File: src/rtl/seq_scan_pkg.sv
// Shared state encodings, default parameters and sizing helper for seq_scan_ctrl.
package seq_scan_pkg;

  typedef enum logic [1:0] {
    ST_IDLE  = 2'b00,
    ST_SHIFT = 2'b01,
    ST_DONE  = 2'b10
  } state_t;

  localparam int DEF_WIDTH   = 8;
  localparam int DEF_PAT_LEN = 3;
  localparam int DEF_COUNT_W = 4;

  // Bit counter must hold the value WIDTH itself, hence the +1.
  function automatic int bcnt_w(input int width);
    return $clog2(width + 1);
  endfunction

endpackage

File: src/rtl/seq_window.sv
// Sliding-window pattern detector: history, fill counter and comparator; hit is combinational.
// Optional SEQ_SCAN_NOOVERLAP_EN clears the window on every hit (non-overlapping detection).
module seq_window
  import seq_scan_pkg::*;
#(
  parameter int PAT_LEN = DEF_PAT_LEN
) (
  input  logic               clk,
  input  logic               reset,
  input  logic               clear,
  input  logic               bit_valid,
  input  logic               bit_in,
  input  logic [PAT_LEN-1:0] pattern,
  output logic               hit
);

  localparam int FW = $clog2(PAT_LEN + 1);
  localparam logic [FW-1:0] FILL_MAX = FW'(PAT_LEN);
  localparam logic [FW-1:0] FILL_THR = FW'(PAT_LEN - 1);

  // Only the older PAT_LEN-1 bits need storage; the newest bit arrives on bit_in.
  logic [PAT_LEN-2:0] r_hist;
  logic [FW-1:0]      r_fill;
  logic [PAT_LEN-1:0] w_hist_nxt;
  logic [FW-1:0]      w_fill_nxt;

  assign w_hist_nxt = {r_hist, bit_in};
  assign w_fill_nxt = (r_fill == FILL_MAX) ? r_fill : r_fill + 1'b1;
  assign hit        = bit_valid && (r_fill >= FILL_THR) && (w_hist_nxt == pattern);

  always_ff @(posedge clk) begin
    if (reset || clear) begin
      r_hist <= '0;
      r_fill <= '0;
    end else if (bit_valid) begin
`ifdef SEQ_SCAN_NOOVERLAP_EN
      if (hit) begin
        r_hist <= '0;
        r_fill <= '0;
      end else begin
        r_hist <= w_hist_nxt[PAT_LEN-2:0];
        r_fill <= w_fill_nxt;
      end
`else
      r_hist <= w_hist_nxt[PAT_LEN-2:0];
      r_fill <= w_fill_nxt;
`endif
    end
  end

endmodule

File: src/rtl/seq_scan_ctrl.sv
// Scan scheduler: latches a word and pattern, feeds the word MSB-first into seq_window, counts hits.
// SEQ_SCAN_NOOVERLAP_EN (in seq_window) selects non-overlapping detection.
module seq_scan_ctrl
  import seq_scan_pkg::*;
#(
  parameter int WIDTH   = DEF_WIDTH,
  parameter int PAT_LEN = DEF_PAT_LEN,
  parameter int COUNT_W = DEF_COUNT_W
) (
  input  logic               clk,
  input  logic               reset,
  input  logic               start,
  input  logic [WIDTH-1:0]   data_in,
  input  logic [PAT_LEN-1:0] pattern,
  output logic               busy,
  output logic               done,
  output logic [COUNT_W-1:0] match_count,
  output logic               match_pulse,
  output logic               serial_bit
);

  localparam int BCW = bcnt_w(WIDTH);

  if (WIDTH < 2 || WIDTH > 32) begin : g_bad_width
    $error("seq_scan_ctrl: WIDTH must be in 2..32");
  end
  if (PAT_LEN < 2 || PAT_LEN > WIDTH) begin : g_bad_pat
    $error("seq_scan_ctrl: PAT_LEN must be in 2..WIDTH");
  end
  if ((64'd1 << COUNT_W) <= 64'(WIDTH)) begin : g_bad_cnt
    $error("seq_scan_ctrl: 2**COUNT_W must exceed WIDTH");
  end

  state_t             r_state;
  state_t             w_next;
  logic [WIDTH-1:0]   r_shreg;
  logic [PAT_LEN-1:0] r_pat;
  logic [BCW-1:0]     r_bcnt;
  logic [COUNT_W-1:0] r_count;
  logic               r_mpulse;

  logic w_accept;
  logic w_shift;
  logic w_last;
  logic w_serial;
  logic w_hit;

  assign w_accept = (r_state == ST_IDLE) && start;
  assign w_shift  = (r_state == ST_SHIFT);
  assign w_last   = (r_bcnt == BCW'(1));
  assign w_serial = w_shift ? r_shreg[WIDTH-1] : 1'b0;

  always_ff @(posedge clk) begin
    if (reset) begin
      r_state <= ST_IDLE;
    end else begin
      r_state <= w_next;
    end
  end

  // Unused encoding 2'b11 falls to the default arm and recovers to IDLE.
  always_comb begin
    w_next = ST_IDLE;
    case (r_state)
      ST_IDLE:  w_next = start ? ST_SHIFT : ST_IDLE;
      ST_SHIFT: w_next = w_last ? ST_DONE : ST_SHIFT;
      ST_DONE:  w_next = ST_IDLE;
      default:  w_next = ST_IDLE;
    endcase
  end

  always_comb begin
    busy        = (r_state != ST_IDLE);
    done        = (r_state == ST_DONE);
    serial_bit  = w_serial;
    match_count = r_count;
    match_pulse = r_mpulse;
  end

  always_ff @(posedge clk) begin
    if (reset) begin
      r_shreg  <= '0;
      r_pat    <= '0;
      r_bcnt   <= '0;
      r_count  <= '0;
      r_mpulse <= 1'b0;
    end else begin
      r_mpulse <= w_hit;
      if (w_accept) begin
        r_shreg <= data_in;
        r_pat   <= pattern;
        r_bcnt  <= BCW'(WIDTH);
        r_count <= '0;
      end else if (w_shift) begin
        r_shreg <= {r_shreg[WIDTH-2:0], 1'b0};
        r_bcnt  <= r_bcnt - 1'b1;
        if (w_hit) begin
          r_count <= r_count + 1'b1;
        end
      end
    end
  end

  seq_window #(
    .PAT_LEN (PAT_LEN)
  ) u_window (
    .clk       (clk),
    .reset     (reset),
    .clear     (w_accept),
    .bit_valid (w_shift),
    .bit_in    (w_serial),
    .pattern   (r_pat),
    .hit       (w_hit)
  );

endmodule

File: config.mk
export PLATFORM = sky130hd
export DESIGN_NAME = seq_scan_ctrl
export DESIGN_NICKNAME = d
export VERILOG_FILES = /design/src/rtl/seq_scan_pkg.sv /design/src/rtl/seq_window.sv /design/src/rtl/seq_scan_ctrl.sv
export SDC_FILE = /design/constraint.sdc
export NUM_CORES = 1
export LEC_CHECK = 0
export ABC_AREA = 1
export CAP_MARGIN = 10
export CORE_UTILIZATION = 45
export DETAILED_ROUTE_END_ITERATION = 6
export PLACE_DENSITY_LB_ADDON = 0.25
export SLEW_MARGIN = 10
export SYNTH_ARGS = -nofsm -noshare
export SYNTH_HDL_FRONTEND = slang
export SYNTH_HIERARCHICAL = 1
export SYNTH_SLANG_ARGS = --single-unit
File: constraint.sdc
create_clock -name clk -period 1.5 [get_ports clk]
set_input_delay 0.3 -clock clk [delete_from_list [all_inputs] [get_ports clk]]
set_output_delay 0.3 -clock clk [all_outputs]
set_load 0.01 [all_outputs]
==> reports/results.md, run 1 <==
| Quantity | Value | Unit |
|:---|:---|:---|
| Share of total power in combinational logic | 0.196 | - |
| Total Power Consumption | 1.30 | mW |
| TritonCTS clock tree | yes | - |
| Critical path endpoint category | flop | - |
| Reg clk slew, reported paths | 130 | ps |
| Max stage delay cell, worst path | dfxtp_4 | - |
| Routed wire length on met3 | 96 | um |
| Cell area after synthesis | 1200 | um^2 |
| GRT Residual Overflow | 0 | - |
| Starting utilization of the core area | 0.479 | - |
| Routed length on met1 | 1190 | um |
| Depth of the most critical reg-to-reg path | 10 | - |
| Reg2Reg Setup Slack | 60 | ps |
| Routed length on met2 | 1180 | um |
| Number of vias per cell | 5.05 | - |
| Internal cell power | 0.939 | mW |
| Yosys cell types | 20 | - |
| Core Box Area | 2500 | um^2 |
| Syn Nets | 185 | - |
| Warnings from Yosys | 6 | - |
| Power per Cell Area | 836 | nW/um^2 |
| Ratio of final minimum period to clock period | 0.963 | - |
| WP buf/inv | 2 | - |
| #FFs+latches synth | 26 | - |
| Share of layout cells above drive strength 1 | 0.190 | - |
| Die ar. | 2870 | um^2 |
| RSZ-0062 raised after global routing | yes | - |
| Mean instance size in the synthesized netlist | 7.21 | um^2 |
| Wire length of the first global-routing pass | 3910 | um |
| Critical Path RT | 1750 | ps |
| Reg2Reg Launch Point | r_state[1] | - |
| Via total after detailed routing | 1136 | - |
| Post-synthesis sequential area ratio | 0.435 | - |
| Leading cell type in the layout, fill and taps excluded | nand2_1 | - |
| Hold buffer count at cts | 0 | - |
| Top fanout value on the critical path | 5 | - |
| Final Skew | 3.83 | ps |
| Final Routed Wirelength | 2490 | um |
| Core occupancy in the finished layout | 0.623 | - |
| Startpoint of the worst hold path | r_shreg[0] | - |
| Setup Total Neg Slack | 0 | ps |
| MaxCap Viol Count | 0 | - |
| Sequential fraction of design power | 0.587 | - |
| HPWL reported at the end of detailed placement | 1770 | um |
| Actual slew at the worst max-slew pin | 223 | ps |
| Largest net degree at the start of global routing | 15 | - |
| Violation count after the first detailed-route iteration | 26 | - |
| Max_slew headroom | 0.850 | - |
| Worst min-delay path endpoint | r_shreg[0] | - |
| Final number of hold-violating endpoints | 0 | - |
| Initial antenna violation count | 0 | - |
| Pleak | 0.682 | nW |
| Filler cells | 217 | - |
| Synthesized instance count | 166 | - |
| Global placer's final weighted congestion | 0.785 | - |
| H-Tree Level Count | 1 | - |
| Clk buf depth | 2 | - |
| Highest cell delay on the worst timing path | 390 | ps |
| Number of I/O pins | 22 | - |
| Final antenna-violating net count | 0 | - |
| First drt pass iteration count | 4 | - |
| Timing-limited maximum frequency | 692 | MHz |
| Highest signal layer in the routed design | met4 | - |
| Vias in the first global route | 991 | - |
| Proportion of total power due to net switching | 0.278 | - |
| PnR worst setup slack | 55.6 | ps |
| Dpl ws | 15.7 | ps |
| Clock insertion delay at the later pin of the skew report | 310 | ps |
| Clock buffers created by TritonCTS | 3 | - |
| Final setup viols | 0 | - |
| Kind of path behind the tightest hold check | flop to flop | - |
| Part of the power in the clock network | 0.217 | - |
| Port bufs | 21 | - |
| Layout overhead on the synthesized area | 30.0 | % |
| Post-DR wirelength/cell | 11.1 | um |
| Final Max Slew Viols | 0 | - |
| Critical register-to-register path endpoint | match_count[1] | - |
| Commonest cells after routing, fill and taps aside | 44 x nand2_1, 21 x dfxtp_1, 20 x nor2_1 | - |
| Startpoint-to-endpoint class of the critical path | flop to flop | - |
| Clock tree root buffer cell | clkbuf_4 | - |
| Clock sink total | 26 | - |
| Die height | 53.6 | um |
| Data arrival time of the worst path | 1690 | ps |
| Worst hold path stage count | 2 | - |
| Worst IR Drop VDD | 0.615 | mV |
| Total Routing Usage GR | 0.184 | - |
| Result of the run | completed | - |
| Startpoint kind of the worst setup timing path | flop | - |
| Kind of cell adding the most delay to the critical path | simple AND/OR/NAND/NOR gates | - |
| Crit-path cells | inv_4, nand2_4, nor2_4, xnor2_2, nand2_1, nor2_2, inv_2, nor2_4, nand2_1, a21oi_1 | - |
| Power spent charging and discharging nets | 0.362 | mW |
| Diodes inserted | 0 | - |
| Number of rows in the core area | 18 | - |
| Number of remaining DRC errors | 0 | - |
| Final #Nets | 216 | - |
| Clock period minus worst slack | 1440 | ps |
| Width of the die | 53.6 | um |
cell families after synthesis:
| logic type | count (synthesis) | share of synthesized area |
|---|---|---|
| DFF | 26 | 0.435 |
| and+or+nand+nor | 82 | 0.289 |
| buffers and inverters | 25 | 0.0909 |
| adders and majority gates | 5 | 0.0522 |
| xor gates and xnor gates | 2 | 0.0146 |
| AOI/OAI and AO/OA | 26 | 0.118 |
metal layers:
| layer | track usage | up-vias |
|---|---|---|
| met5 | 0 | - |
| met4 | 0.0746 | 0 |
| met3 | 0.0282 | 6 |
| met2 | 0.296 | 24 |
| met1 | 0.246 | 521 |
| li1 | - | 585 |
final cells by class:
| type | count | area [um^2] | area share |
|---|---|---|---|
| multi-input combinational | 115 | 623 | 0.400 |
| sequential | 26 | 532 | 0.342 |
| timing repair buffer | 29 | 256 | 0.165 |
| inverter | 22 | 85.1 | 0.0547 |
| tap | 30 | 37.5 | 0.0241 |
| clock buffer | 3 | 22.5 | 0.0145 |
cell usage after synthesis (all sizes together):
master | count | share of area
clkbuf | 1 | 0.0031
inv | 22 | 0.069
o21a | 1 | 0.0063
a21oi | 7 | 0.029
nand3 | 5 | 0.021
nor4 | 1 | 0.0052
xnor2 | 2 | 0.015
nand2 | 47 | 0.15
nor2 | 28 | 0.11
o21ai | 11 | 0.046
ha | 5 | 0.052
dfxtp | 26 | 0.43
a31oi | 7 | 0.037
nand4 | 1 | 0.0052
buf | 2 | 0.019
worst register-to-register path: stages (launching register included):
cell and delay (ps):
dfxtp_4 390, inv_4 70, nand2_4 50, nor2_4 120, xnor2_2 130, nand2_1 80, nor2_2 130, inv_2 70
nor2_4 140, nand2_1 70, a21oi_1 140
metrics by stage:
stage	hold slack, ps	std cells	instance area (um^2)
6_report	474	225	1560
4_1_cts	471	222	1490
2_1_floorplan	377	166	1210
3_3_place_gp	454	219	1470
5_1_grt	491	225	1560
3_5_place_dp	460	219	1470
worst max-delay path by stage:
| stage | startpoint | endpoint | depth (start not counted) |
|---|---|---|---|
| after CTS | r_state[1] | serial_bit | 4 |
| final | r_state[1] | match_count[1] | 10 |
| after detailed placement | r_state[1] | serial_bit | 4 |
| after global placement | start | r_bcnt[0] | 6 |
| after floorplan | r_state[0] | match_count[0] | 11 |
| after global routing | r_state[1] | match_count[2] | 11 |
power groups by stage:
stage / Combinational, mW / Sequential (mW) / Clock, mW
2_1_floorplan: 0.163 / 0.770 / 0
3_3_place_gp: 0.237 / 0.775 / 0
3_5_place_dp: 0.246 / 0.777 / 0
4_1_cts: 0.245 / 0.762 / 0.294
5_1_grt: 0.285 / 0.770 / 0.318
6_report: 0.255 / 0.765 / 0.282
state kept, by name, indices dropped and copies added, names as in the netlist:
| name | flops |
|---|---|
| u_window/r_hist | 2 |
| u_window/r_fill | 2 |
| r_state | 2 |
| r_bcnt | 4 |
| match_count | 4 |
| r_pat | 3 |
| r_shreg | 8 |
| match_pulse | 1 |
what timing repair did:
action / 4_1_cts / 5_1_grt
endpoints found under the setup margin: 9 / 8
gates resized for setup: 15 / 19
buffers inserted: 0 / 3
pin swaps: 0 / 4
endpoints found under the hold margin: 0 / 0
(Power assumes the default switching activity.)
==> run 2: changes to the inputs <==
Settings changed: CORE_MARGIN set to 3.
==> run 2 against run 1 <==
  * Clock skew fell by 0.59 ps
  * Count of clock-buffer cells in the layout rose by 1
  * Sequential power barely moved
  * Largest cell class unchanged
==> reports/results.md, run 2 (same netlist as run 1, synthesis figures left out) <==
| Quantity | Value | Unit | vs previous |
|:---|:---|:---|:---|
| Ratio of final minimum period to clock period | 1.00 | - | was 0.963 |
| Clk buf depth | 2 | - | unchanged |
| Number of remaining DRC errors | 0 | - | unchanged |
| Proportion of total power due to net switching | 0.276 | - | was 0.278 |
| Die height | 57.6 | um | was 53.6 um |
| RSZ-0062 raised after global routing | yes | - | unchanged |
| GRT Residual Overflow | 0 | - | unchanged |
| Final #Nets | 216 | - | unchanged |
| Largest net degree at the start of global routing | 15 | - | unchanged |
| Kind of path behind the tightest hold check | flop to flop | - | unchanged |
| Via total after detailed routing | 1128 | - | was 1136 |
| Pleak | 0.682 | nW | about the same |
| Clock period minus worst slack | 1500 | ps | was 1440 ps |
| Largest reg by FF count | r_shreg | - | unchanged |
| Starting utilization of the core area | 0.479 | - | unchanged |
| Clock tree root buffer cell | clkbuf_4 | - | unchanged |
| MaxCap Viol Count | 0 | - | unchanged |
| Clock insertion delay at the later pin of the skew report | 320 | ps | was 310 ps |
| Part of the power in the clock network | 0.259 | - | was 0.217 |
| Max FFs per register | 8 | - | unchanged |
| Die ar. | 3320 | um^2 | was 2870 um^2 |
| Number of rows in the core area | 18 | - | unchanged |
| Final Routed Wirelength | 2540 | um | was 2490 um |
| Layout overhead on the synthesized area | 30.8 | % | was 30.0% |
| TritonCTS clock tree | yes | - | unchanged |
| Total Power Consumption | 1.38 | mW | was 1.30 mW |
| Filler-free cell count of the finished design | 226 | - | was 225 |
| Commonest cells after routing, fill and taps aside | 44 x nand2_1, 21 x dfxtp_1, 20 x nor2_1 | - | unchanged |
| Hold buffer count at cts | 0 | - | unchanged |
| Final Skew | 3.24 | ps | was 3.83 ps |
| HPWL reported at the end of detailed placement | 1770 | um | about the same |
| Width of the die | 57.6 | um | was 53.6 um |
| Internal cell power | 0.996 | mW | was 0.939 mW |
| Number of vias per cell | 4.99 | - | was 5.05 |
| Violation count after the first detailed-route iteration | 24 | - | was 26 |
| Clock sink total | 26 | - | unchanged |
| Critical Path RT | 1200 | ps | was 1750 ps |
| Clock buffers created by TritonCTS | 3 | - | unchanged |
| Sequential fraction of design power | 0.554 | - | was 0.587 |
| First drt pass iteration count | 4 | - | unchanged |
| Diodes inserted | 0 | - | unchanged |
| Power spent charging and discharging nets | 0.381 | mW | was 0.362 mW |
| Power per Cell Area | 879 | nW/um^2 | was 836 nW/um^2 |
| Final number of hold-violating endpoints | 0 | - | unchanged |
| Result of the run | completed | - | unchanged |
| Critical path endpoint category | primary output | - | was flop |
| Timing-limited maximum frequency | 667 | MHz | was 692 MHz |
| Worst hold path stage count | 2 | - | unchanged |
| Port bufs | 21 | - | unchanged |
| Worst IR Drop VDD | 0.812 | mV | was 0.615 mV |
| Final setup viols | 0 | - | unchanged |
| Data arrival time of the worst path | 1200 | ps | was 1690 ps |
| Core Box Area | 2500 | um^2 | unchanged |
| Core occupancy in the finished layout | 0.627 | - | was 0.623 |
| Final Max Slew Viols | 0 | - | unchanged |
| Total Routing Usage GR | 0.158 | - | was 0.184 |
| Final antenna-violating net count | 0 | - | unchanged |
| Reg2Reg Setup Slack | 10 | ps | was 60 ps |
| Depth of the most critical reg-to-reg path | 11 | - | was 10 |
| H-Tree Level Count | 1 | - | unchanged |
| Number of I/O pins | 22 | - | unchanged |
| Actual slew at the worst max-slew pin | 240 | ps | was 223 ps |
| Reg clk slew, reported paths | 140 | ps | was 130 ps |
| Top fanout value on the critical path | 5 | - | unchanged |
| Share of total power in combinational logic | 0.188 | - | was 0.196 |
| Share of layout cells above drive strength 1 | 0.189 | - | was 0.190 |
| Startpoint-to-endpoint class of the critical path | flop to primary output | - | was flop to flop |
| Dpl cells | 219 | - | unchanged |
| Filler cells | 222 | - | was 217 |
| Global placer's final weighted congestion | 0.843 | - | was 0.785 |
| Post-DR wirelength/cell | 11.2 | um | was 11.1 um |
| Max_slew headroom | 0.839 | - | was 0.850 |
| Leading cell type in the layout, fill and taps excluded | nand2_1 | - | unchanged |
| Vias in the first global route | 1018 | - | was 991 |
| Initial antenna violation count | 0 | - | unchanged |
| Worst hold margin | 474 | ps | about the same |
| Wire length of the first global-routing pass | 4200 | um | was 3910 um |
| Startpoint kind of the worst setup timing path | flop | - | unchanged |
## run 2: cell types whose count changed in the layout (fill, tap and decap cells not counted), sizes merged
cell	change
clkdlybuf4s15	+1
## run 2: path summary, 6_finish.rpt
| path | from | end |
|---|---|---|
| max | r_state[0] | busy |
| min | r_shreg[0] | r_shreg[0] |
| max reg2reg | r_state[1] | match_count[2] |
| min reg2reg | r_shreg[0] | r_shreg[0] |
## run 2: per-stage QoR
stage | TNS, ps | cell area [um^2] | setup WS (ps)
CTS | 0 | 1510 | 15.6
global placement | 0 | 1470 | 48.8
finish | 0 | 1570 | 0.116
global route | -392 | 1570 | -108
floorplan | 0 | 1210 | 29.9
detailed placement | 0 | 1470 | 7.10
## run 2: worst max-delay path, stage by stage (launching register included)
cell           delay, ps
dfxtp_4              390
nor2_2               160
inv_1                 50
dlygate4sd2_1        280
## run 2: cell type report
cell class	instances	area, um^2	area share
clock buffer	4	36.3	0.0232
inverter	22	85.1	0.0543
multi-input combinational	115	614	0.392
sequential	26	532	0.339
tap	30	37.5	0.0240
timing repair buffer	29	262	0.167
## run 2: timing repair
action,in CTS,in global routing
pin swaps,0,10
gates resized for setup,17,15
setup endpoints to repair,9,7
setup buffers,0,3
## run 2: power groups by stage
stage          sequential (mW)  combinational (mW)  clock [mW]
3_3_place_gp             0.775               0.237           0
3_5_place_dp             0.777               0.244           0
5_1_grt                  0.768               0.292       0.388
2_1_floorplan            0.770               0.163           0
4_1_cts                  0.763               0.244       0.363
6_report                 0.762               0.258       0.356
## run 2: layer usage
| metal | routed length, um | part of all wire | GRT usage |
|---|---|---|---|
| met5 | 0 | 0 | 0 |
| met4 | 11 | 0.0043 | 0.0298 |
| met3 | 128 | 0.050 | 0.0430 |
| met2 | 1190 | 0.47 | 0.258 |
| met1 | 1210 | 0.48 | 0.211 |
